==> src/rtl/fp_hysteresis_detector.sv <==
// fp_hysteresis_detector: fixed-point analog to digital level converter
// with threshold hysteresis and consecutive-sample debounce.
module fp_hysteresis_detector #(
  parameter int WIDTH     = 34,
  parameter int FRAC      = 13,
  parameter int THRESH_HI = 4096,
  parameter int THRESH_LO = -4096,
  parameter int DEBOUNCE  = 3
) (
  input  logic                    clk,
  input  logic                    reset,
  input  logic                    in_valid,
  input  logic signed [WIDTH-1:0] in_analog,
  output logic                    out_digital,
  output logic                    out_rise,
  output logic                    out_fall,
  output logic                    out_pending
);

  localparam int CW = $clog2(DEBOUNCE + 1);

  localparam logic signed [WIDTH-1:0] TH_HI = WIDTH'(THRESH_HI);
  localparam logic signed [WIDTH-1:0] TH_LO = WIDTH'(THRESH_LO);
  localparam logic [CW:0]             DB    = (CW + 1)'(DEBOUNCE);

  if (DEBOUNCE < 1 || DEBOUNCE > 255 || THRESH_LO > THRESH_HI ||
      FRAC < 0 || FRAC >= WIDTH) begin : g_bad_params
    $error("fp_hysteresis_detector: illegal parameters");
  end

  typedef enum logic [1:0] {
    LOW,
    RISE_PEND,
    HIGH,
    FALL_PEND
  } state_t;

  state_t        state, state_d;
  logic [CW-1:0] cnt, cnt_d;
  logic          rise_d, fall_d;
  logic          q_hi, q_lo;
  logic          run_done;
  logic [CW:0]   cnt_inc;

  assign q_hi     = in_analog >= TH_HI;
  assign q_lo     = in_analog <= TH_LO;
  assign cnt_inc  = {1'b0, cnt} + (CW + 1)'(1);
  assign run_done = cnt_inc == DB;

  // Next state, run counter and edge pulses for a valid sample
  always_comb begin
    state_d = state;
    cnt_d   = cnt;
    rise_d  = 1'b0;
    fall_d  = 1'b0;
    if (in_valid) begin
      unique case (state)
        LOW: begin
          cnt_d = '0;
          if (q_hi) begin
            if (DEBOUNCE == 1) begin
              state_d = HIGH;
              rise_d  = 1'b1;
            end else begin
              state_d = RISE_PEND;
              cnt_d   = CW'(1);
            end
          end
        end
        RISE_PEND: begin
          if (!q_hi) begin
            state_d = LOW;
            cnt_d   = '0;
          end else if (run_done) begin
            state_d = HIGH;
            cnt_d   = '0;
            rise_d  = 1'b1;
          end else begin
            cnt_d = cnt_inc[CW-1:0];
          end
        end
        HIGH: begin
          cnt_d = '0;
          if (q_lo) begin
            if (DEBOUNCE == 1) begin
              state_d = LOW;
              fall_d  = 1'b1;
            end else begin
              state_d = FALL_PEND;
              cnt_d   = CW'(1);
            end
          end
        end
        FALL_PEND: begin
          if (!q_lo) begin
            state_d = HIGH;
            cnt_d   = '0;
          end else if (run_done) begin
            state_d = LOW;
            cnt_d   = '0;
            fall_d  = 1'b1;
          end else begin
            cnt_d = cnt_inc[CW-1:0];
          end
        end
        default: begin
          state_d = LOW;
          cnt_d   = '0;
        end
      endcase
    end
  end

  // State, counter and registered outputs
  always_ff @(posedge clk) begin
    if (reset) begin
      state       <= LOW;
      cnt         <= '0;
      out_digital <= 1'b0;
      out_rise    <= 1'b0;
      out_fall    <= 1'b0;
      out_pending <= 1'b0;
    end else begin
      state       <= state_d;
      cnt         <= cnt_d;
      out_digital <= (state_d == HIGH) || (state_d == FALL_PEND);
      out_pending <= (state_d == RISE_PEND) || (state_d == FALL_PEND);
      out_rise    <= rise_d;
      out_fall    <= fall_d;
    end
  end

endmodule
==> config.mk <==
export PLATFORM = sky130hd
export DESIGN_NAME = fp_hysteresis_detector
export DESIGN_NICKNAME = d
export VERILOG_FILES = /design/src/rtl/fp_hysteresis_detector.sv
export SDC_FILE = /design/constraint.sdc
export NUM_CORES = 1
export LEC_CHECK = 0
export ABC_AREA = 1
export CORE_ASPECT_RATIO = 1.2
export CORE_UTILIZATION = 29
export CTS_CLUSTER_SIZE = 8
export DETAILED_ROUTE_END_ITERATION = 10
export PLACE_DENSITY = 0.73
export SLEW_MARGIN = 40
export SYNTH_ARGS = -nofsm -noshare
export SYNTH_HDL_FRONTEND = slang
export SYNTH_SLANG_ARGS = --single-unit
==> constraint.sdc <==
create_clock -name clk -period 1 [get_ports clk]
set_input_delay 0.15 -clock clk [delete_from_list [all_inputs] [get_ports clk]]
set_output_delay 0.15 -clock clk [all_outputs]
set_load 0.01 [all_outputs]
==> out/results.tsv <==
stage	metric	value	unit
clock_tree	CTS buffer count	3	
die	Initial Util	32.1	%
setup_path	CP endpoint kind	flop	
clock_tree	clk_lat worst skew	0.25	ns
die	# rows	16	
finish	Final nets	195	
drt	Routed Antenna Nets	0	
logic_synthesis	#FFs+latches synth	7	
finish	final instance area	1070	sq um
outcome	outcome	complete, no violations	
logic_synthesis	top cells by instance count after synthesis	nor2_1 (31), nand2_1 (30), inv_1 (12), dfxtp_1 (7)	
clock_tree	H-tree levels	1	
finish	layout cells sized above 1	43.9	%
logic_synthesis	Synth area leaders	dfxtp_1 (26%), nor2_1 (21%), nand2_1 (21%), inv_1 (8.3%), nand3_1 (3.7%)	
logic_synthesis	sequential area share after synthesis	25.7	%
setup_path	Worst Path Max Fanout	4	
global_route	initial antenna violation count	0	
sta	RSZ-0062 raised after global routing	yes	
logic_synthesis	yosys warns	0	
logic_synthesis	Post-Synthesis Cells	103	
sta	Fmax	1000	MHz
sta	Setup Total Neg Slack	0	ns
drt	vias per std cell	4.65	
pwr	Leak	0.533	nW
die	Die Wd	41.6	microns
sta	Max Slew Vio Count	0	
setup_path	Crit Path Category	reg -> reg	
setup_path	crit path launch type	flop	
drt	via count	814	
sta	Period Utilization, post-route	99.8	%
global_route	GR Util All Layers	16.9	%
sta	endpoints failing setup	0	
global_route	largest net degree at the start of global routing	5	
place	pre-CTS WS	-0.517	ns
drt	Initial DRC Count	16	
finish	Area Growth Syn to Fin	96.6	%
drt	DRC	0	
logic_synthesis	syn_nets	140	
clock_tree	Clock Pin Slew Worst Setup and Hold Paths	0.05	ns
clock_tree	Longest Clk Path Bufs	2	
die	I/O pins	41	
global_route	total gr overflow	0	
logic_synthesis	Synth area leader	dfxtp_1	
logic_synthesis	Yosys cell types	16	
die	Die Area	2060	sq um
setup_path	CP arrival	1.18	ns
die	core footprint	1700	sq um
logic_synthesis	mapped cell area	546	sq um
run	# Max-Cap Violations	0	
clock_tree	hold buffers post-CTS	0	
place	hpwl dp	1350	microns
clock_tree	CTS sink cnt	7	
drt	wire per inst	10.1	microns
drt	first-pass detailed-route iteration total	4	
clock_tree	root buffer cell	clkbuf_4	
sta	fin crit period	0.998	ns
pwr	power per standard cell area	729	nW/um^2
finish	fill count	175	
sta	smallest setup slack after layout	0.00181	ns
clock_tree	TritonCTS clock tree	yes	
logic_synthesis	Synth Area per Inst	5.30	sq um
setup_path	Critical Path RT	1.18	ns
sta	Final Hold Fails	0	
logic_synthesis	Async SR Flop Fraction	0	%
finish	ANT cells	0	
pwr	Worst VDD drop	0.000304	V
hold_path	class of the worst hold path	in -> reg	
place	Post-DP Area	1040	sq um
logic_synthesis	top_reg_cell synth	dfxtp_1	
place	# placed instances	171	
die	Die Y	49.5	microns
drt	Routed WL	1760	microns
global_route	vias in the first global route	773	
place	Final Wtd Congestion	0.766	
logic_synthesis	EDFF count, synth	0	
place	Buffers on Ports	40	
logic_synthesis	most frequent cell after synthesis	nor2_1	
sta	actual slew at the worst max-slew pin	0.229	ns
finish	Post-Layout Cell Count	175	
sta	WHS	0.251	ns
sta	slew margin rel.	84.6	%
logic_synthesis	Synth top area share	25.7	%
sta	clk_skew	0.000341	ns
clock_tree	postcts setup bufs	0	
global_route	first-pass GRT wire length	2790	microns
==> logic make-up (layout without fill, tap and decap cells) <==
family	after synthesis	in the layout	share of synthesized area, %
DFF	7	7	25.7
AOI/OAI and AO/OA	7	7	6.42
buffers and inverters	14	68	9.63
and+or+nand+nor	75	75	58.3
==> sequential cells by signal, summed over array words and instances (netlist names) <==
name         count
cnt              2
out_digital      1
out_fall         1
out_pending      1
out_rise         1
state            1
==> through the flow <==
stage	total power, mW	utilization, %
finish	0.781	63.0
global route	0.834	63.0
CTS	0.774	63.2
detailed placement	0.559	61.4
global placement	0.555	61.4
floorplan	0.362	-
==> cell type report <==
type | count | area (sq um) | share of cell area [%]
Clock buffer | 4 | 26.3 | 2.45
Timing Repair Buffer | 50 | 369 | 34.4
Multi-Input combinational cell | 82 | 455 | 42.5
Sequential cell | 7 | 146 | 13.7
Tap cell | 18 | 22.5 | 2.10
Inverter | 14 | 52.6 | 4.90
==> worst max-delay path: stages (launching register included) <==
cell     delay (ns)
dfxtp_4        0.37
inv_2          0.06
nor2_4         0.09
nand3_4        0.09
or2_4          0.25
o21ai_1        0.07
==> power by group <==
group          internal [mW]  switching (mW)
registers              0.286         0.00768
clock network          0.152           0.102
logic                  0.127           0.106
==> placed cells by master (no fill, tap or decap), types with 3 or more instances in the layout <==
master / count
a21oi_2: 3
buf_4: 9
clkbuf_2: 20
clkbuf_4: 3
clkdlybuf4s15_1: 8
dfxtp_1: 4
dlygate4sd2_1: 10
inv_1: 9
inv_2: 5
nand2_1: 24
nand2_2: 6
nand3_2: 3
nor2_1: 23
nor2_2: 7
==> per-layer routing <==
metal,vias to the layer above,track usage [%],wire length (microns),share of wire [%]
li1,423,-,-,-
met1,348,15.6,661,38
met2,41,33.6,906,52
met3,2,6.23,177,10
met4,0,4.84,14,0.80
met5,-,0,0,0
==> worst paths after layout <==
check              startpoint     endpoint  slack, ns  depth (start not counted)
setup reg to reg  out_pending     state[1]      0.002                          5
hold reg to reg      state[1]  out_digital       0.56                          2
setup / recovery  out_pending     state[1]      0.002                          5
hold / removal       in_valid     out_fall       0.25                          3
==> repair_timing <==
action | CTS | global route
pin swaps | 29 | 41
resized for setup | 63 | 61
setup endpoints to repair | 11 | 8
gates cloned | 0 | 0
Power figures use the tool's default switching activity.
==> RTL change 1, RTL diff (same settings) <==
Register the output `out_digital` once more, without a reset; this adds one clock of latency there. The other outputs are not delayed to match.
--- a/src/rtl/fp_hysteresis_detector.sv
+++ b/src/rtl/fp_hysteresis_detector.sv
@@ -22,6 +22,8 @@
   localparam logic signed [WIDTH-1:0] TH_HI = WIDTH'(THRESH_HI);
   localparam logic signed [WIDTH-1:0] TH_LO = WIDTH'(THRESH_LO);
   localparam logic [CW:0]             DB    = (CW + 1)'(DEBOUNCE);
+
+  logic out_digital_s0;
 
   if (DEBOUNCE < 1 || DEBOUNCE > 255 || THRESH_LO > THRESH_HI ||
       FRAC < 0 || FRAC >= WIDTH) begin : g_bad_params
@@ -116,18 +118,22 @@
     if (reset) begin
       state       <= LOW;
       cnt         <= '0;
-      out_digital <= 1'b0;
+      out_digital_s0 <= 1'b0;
       out_rise    <= 1'b0;
       out_fall    <= 1'b0;
       out_pending <= 1'b0;
     end else begin
       state       <= state_d;
       cnt         <= cnt_d;
-      out_digital <= (state_d == HIGH) || (state_d == FALL_PEND);
+      out_digital_s0 <= (state_d == HIGH) || (state_d == FALL_PEND);
       out_pending <= (state_d == RISE_PEND) || (state_d == FALL_PEND);
       out_rise    <= rise_d;
       out_fall    <= fall_d;
     end
   end
 
+  always_ff @(posedge clk) begin
+    out_digital <= out_digital_s0;
+  end
+
 endmodule
Function: changed (a bounded check fails within 4 cycles, from zero or initial values and one cycle with reset high).
==> RTL change 1 against the unedited design <==
The run now ends with negative setup slack left; sequential cell count is 1 higher; area after synthesis is 17% higher; critical path depth is 1 lower; count of clock-buffer cells in the layout is 1 lower; design area is 8.1% higher; setup slack worse by 31 ps; total power is 13% higher; routed wire length is 12% higher; critical endpoint is now cnt[0]; highest routed layer unchanged.
==> RTL change 1: results (changes against the unedited design) <==
Parameter                              Value

Status
  Run status ... complete, but fails checks
  Failing checks ... negative setup slack

Layout
  Sequential cell area ... 168.9 sq um (+15%)
  Layout cells sized above 1 ... 51.45% (+7.5 points)
  Largest registers ranked by flip-flop count ... cnt (2), state (2)
  Number of nets in the layout ... 212 (+8.7%)
  Number of inserted filler cells in the final layout ... 229 (+31%)

Worst setup path
  CP max FO ... 3 (-1)
  Worst setup path startpoint ... cnt[1]
  Data arrival time of the critical path ... 1200 ps (+20 ps)

Drt
  Detailed-route via count ... 894 (+9.8%)
  Drt via density ... 4.404 (-5.3%)
  Wirelength per Cell ... 9.665 microns (-3.8%)
  Number of DRC markers in iteration 0 ... 10 (-6)

Timing
  Setup violations, final ... 1 (+1)
  Worst Slack Setup Final ... -29.29 ps (-31.10 ps)
  Worst Skew ... 6.983 ps (+6.642 ps)
  Sum of negative setup slack ... -29.29 ps (-29.29 ps)
  Measured slew at the worst slew-check pin ... 248.6 ps (+19.39 ps)

GRT
  Maximum number of pins on one net before global-route repair ... 8 (+3)
  All-layer global routing usage ... 17.04% (+0.098 points)
  Number of global-route vias before repair ... 787 (+1.8%)
  First-pass GRT wire length ... 3056 microns (+9.7%)

Place
  Worst slack at placement ... -634.2 ps (-117.1 ps)
  Post-detailed-placement half-perimeter wirelength ... 1515 microns (+12%)
  Number of placed cells counting well taps ... 200 (+17%)
  Placed Instance Area ... 1136 sq um (+8.7%)
  Routability-driven placement congestion ratio ... 0.8062 (+5.3%)

Pwr
  Switching Fraction ... 29.62% (+2.0 points)
  Static leakage ... 0.0005557 uW (+4.3%)
  Relative contribution of the clock network to total power ... 26.4% (-6.2 points)
  Share of total power in sequential cells ... 39.8% (+2.2 points)
  Switching component of the power ... 261.3 uW (+21%)
  Highest ir drop seen on vdd ... 0.0007981 V (+160%)

Logic synthesis
  Number of nets produced by synthesis ... 159 (+14%)
  Count of different cell masters after synthesis ... 15 (-1)
  Main area contributors after synthesis ... dfxtp_1 (25%), nand2_1 (23%), nor2_1 (19%)
  Sequential fraction of the synthesis area ... 25.15% (-0.54 points)
  Async set-or-reset flop fraction in the synthesized netlist ... 0% (unchanged)
  Synth cell count leaders ... nand2_1 (39), nor2_1 (32), inv_1 (18), dfxtp_1 (8), nand3_1 (5)
  Main synth FF type ... dfxtp_1
  Per-instance average area after synthesis ... 5.220 sq um (-1.4%)

Hold path
  Min-delay src ... out_digital_s0
  HP Class ... flop to flop

Clocking
  Post-cts hold buffer count ... 0 (unchanged)
[RTL change 1: cell types whose count changed after synthesis, sizes merged, moves of 2 or more]
cell / unedited run / this run
inv: 14 / 18
nor3: 1 / 3
a21oi: 3 / 5
or2: 2 / 0
nor4: 0 / 2
nand2: 31 / 42
[RTL change 1: cell families after synthesis]
group | count (synthesis) | synth area share (%)
and+or+nand+nor | 88 | 57.37
DFF | 8 | 25.15
buffers and inverters | 18 | 10.61
AOI/OAI and AO/OA | 8 | 6.876
[RTL change 1: routing by layer]
| metal | vias to the layer above | global-route usage [%] | wire length [microns] |
|---|---|---|---|
| met2 | 24 | 31.13 | 1105 |
| met1 | 390 | 19.11 | 766 |
| li1 | 478 | - | - |
| met5 | - | 0 | 0 |
| met3 | 2 | 5.461 | 69 |
| met4 | 0 | 3.030 | 19 |
[RTL change 1: critical path: stages (launching register included)]
cell and delay, ps:
dfxtp_1 320, buf_4 160, nor3_1 260, nand2_2 90
a21oi_2 130
[RTL change 1: worst paths after layout]
kind                               endpoint  slack (ps)  depth (start not counted)
worst min-delay path            out_digital         330                          0
worst max-delay path                 cnt[0]         -30                          4
worst max register to register       cnt[0]         -30                          4
worst min register to register  out_digital         330                          0
[RTL change 1: what timing repair did]
| item | in CTS | in global routing |
|---|---|---|
| setup endpoints to repair | 11 | 7 |
| resized for setup | 130 | 47 |
| pin swaps | 44 | 36 |
[RTL change 1: layout make-up]
type | count | share of cell area [%]
Multi-Input combinational cell | 96 | 45.25
Timing Repair Buffer | 48 | 29.16
Sequential cell | 8 | 14.58
Inverter | 18 | 5.832
Tap cell | 30 | 3.240
Clock buffer | 3 | 1.944
==> RTL change 2, RTL diff (same flow settings) <==
Made on the original files. `DEBOUNCE`: 3 -> 6.
--- a/src/rtl/fp_hysteresis_detector.sv
+++ b/src/rtl/fp_hysteresis_detector.sv
@@ -5,7 +5,7 @@
   parameter int FRAC      = 13,
   parameter int THRESH_HI = 4096,
   parameter int THRESH_LO = -4096,
-  parameter int DEBOUNCE  = 3
+  parameter int DEBOUNCE  = 6
 ) (
   input  logic                    clk,
   input  logic                    reset,
Behaviour: not the same (Yosys sat finds a counterexample within 4 cycles, from zero or initial values and one cycle with reset high).
==> RTL change 2 against the unedited design <==
The run now ends with negative setup slack left; sequential cell count up 1; worst hold slack better by 250 ps; sequential share of layout area fell by 0.47 points; design area rose by 18%; setup slack got worse by 260 ps; routed wire length grew 16%; total power is 15% higher; largest power group unchanged; area after synthesis rose by 21%.
==> RTL change 2: results (changes against the unedited design) <==
Parameter                              Value

Status
  Run status ... complete, but fails checks
  Failing checks ... negative setup slack

Drt
  Total wire length ... 2047 microns (+16%)
  Detailed-route via count ... 918 (+13%)
  Met1 Routed Length ... 852 microns (+29%)
  Number of DRC markers in iteration 0 ... 14 (-2)

Timing
  Setup violations, final ... 8 (+8)
  Worst Skew ... 0.8420 ps (+0.5008 ps)
  Worst Slack Setup Final ... -255.8 ps (-257.6 ps)
  Worst slack on hold paths ... 505.6 ps (+254.6 ps)
  Measured slew at the worst slew-check pin ... 244.7 ps (+15.50 ps)

Worst setup path
  Data arrival time of the critical path ... 1390 ps (+210 ps)
  CP max FO ... 5 (+1)
  Reg-to-reg startpoint ... cnt[0]
  R2r worst-path depth ... 8 (+3)

Place
  Post-detailed-placement half-perimeter wirelength ... 1703 microns (+26%)
  Worst slack at placement ... -655.4 ps (-138.3 ps)
  Routability-driven placement congestion ratio ... 0.8616 (+13%)

Layout
  Number of inserted filler cells in the final layout ... 221 (+26%)
  Layout cells sized above 1 ... 23.03% (-21 points)

GRT
  Number of global-route vias before repair ... 800 (+3.5%)
  All-layer global routing usage ... 17.60% (+0.66 points)
  Maximum number of pins on one net before global-route repair ... 7 (+2)

Logic synthesis
  Sequential fraction of the synthesis area ... 24.20% (-1.5 points)
  Synth cell count leaders ... nand2_1 (36), nor2_1 (26), inv_1 (23), nand3_1 (9), dfxtp_1 (8)

Hold path
  Number of cells on the worst hold path ... 6 (+3)

Pwr
  Switching component of the power ... 264.9 uW (+23%)
==> RTL change 2: area by class of cell <==
class	instances	area share, %
well taps	30	2.973
clock buffers	3	1.784
inverters	23	6.838
repair buffers	52	35.28
multi-input cells	92	39.94
flip-flops and latches	8	13.18
==> RTL change 2: stage by stage <==
stage	cell area [sq um]	std cells	TNS (ps)	power, uW	util [%]
after CTS	1266	208	-1746	895.2	60.45
after floorplan	693.2	123	-989.6	453.2	-
after global routing	1262	208	-2284	957.8	60.27
after global placement	1214	204	-4477	664.9	57.95
after detailed placement	1214	204	-4733	672.2	57.95
final	1262	208	-1727	896.1	60.27
==> RTL change 2: power groups by stage <==
| stage | registers, uW | logic (uW) | clock network [uW] |
|---|---|---|---|
| 5_1_grt | 347 | 326 | 284 |
| 3_5_place_dp | 353 | 319 | 0 |
| 4_1_cts | 344 | 295 | 256 |
| 3_3_place_gp | 353 | 311 | 0 |
| 6_report | 346 | 295 | 255 |
| 2_1_floorplan | 355 | 98.2 | 0 |
==> RTL change 2: how the worst max path moves through the flow <==
stage	to	slack [ps]	depth (start not counted)	from
floorplan	out_digital	-210	8	cnt[0]
global placement	state[0]	-600	12	in_analog[24]
detailed placement	state[0]	-660	12	in_analog[24]
CTS	out_digital	-250	8	cnt[0]
global route	state[1]	-330	8	cnt[0]
finish	state[1]	-260	8	cnt[0]
==> RTL change 2: what timing repair did <==
item	in CTS	in global routing
pin swaps	33	3
buffers inserted	1	0
resized for setup	54	3
endpoints found under the setup margin	12	10
==> RTL change 2: cell families after synthesis <==
| family | synth area share [%] |
|---|---|
| xor+xnor | 1.323 |
| fa+ha+maj | 3.780 |
| buf+inv | 13.04 |
| simple gates | 49.53 |
| flops | 24.20 |
| compound gates | 8.127 |
==> RTL change 2: critical path, delay by kind of cell (launching register included) <==
| kind | cells | cell delay [ps] |
|---|---|---|
| AND/OR/NAND/NOR | 2 | 150 |
| adder cells (fa/ha/maj) | 1 | 160 |
| flip-flops | 1 | 360 |
| buffers and inverters | 2 | 160 |
| XOR/XNOR | 1 | 120 |
| AO/OA/AOI/OAI | 2 | 200 |
==> RTL change 2: layer usage <==
| layer | up-vias | GRT usage [%] |
|---|---|---|
| met3 | 0 | 2.970 |
| met2 | 22 | 31.90 |
| met1 | 410 | 20.99 |
| met4 | 0 | 4.545 |
| met5 | - | 0 |
| li1 | 486 | - |
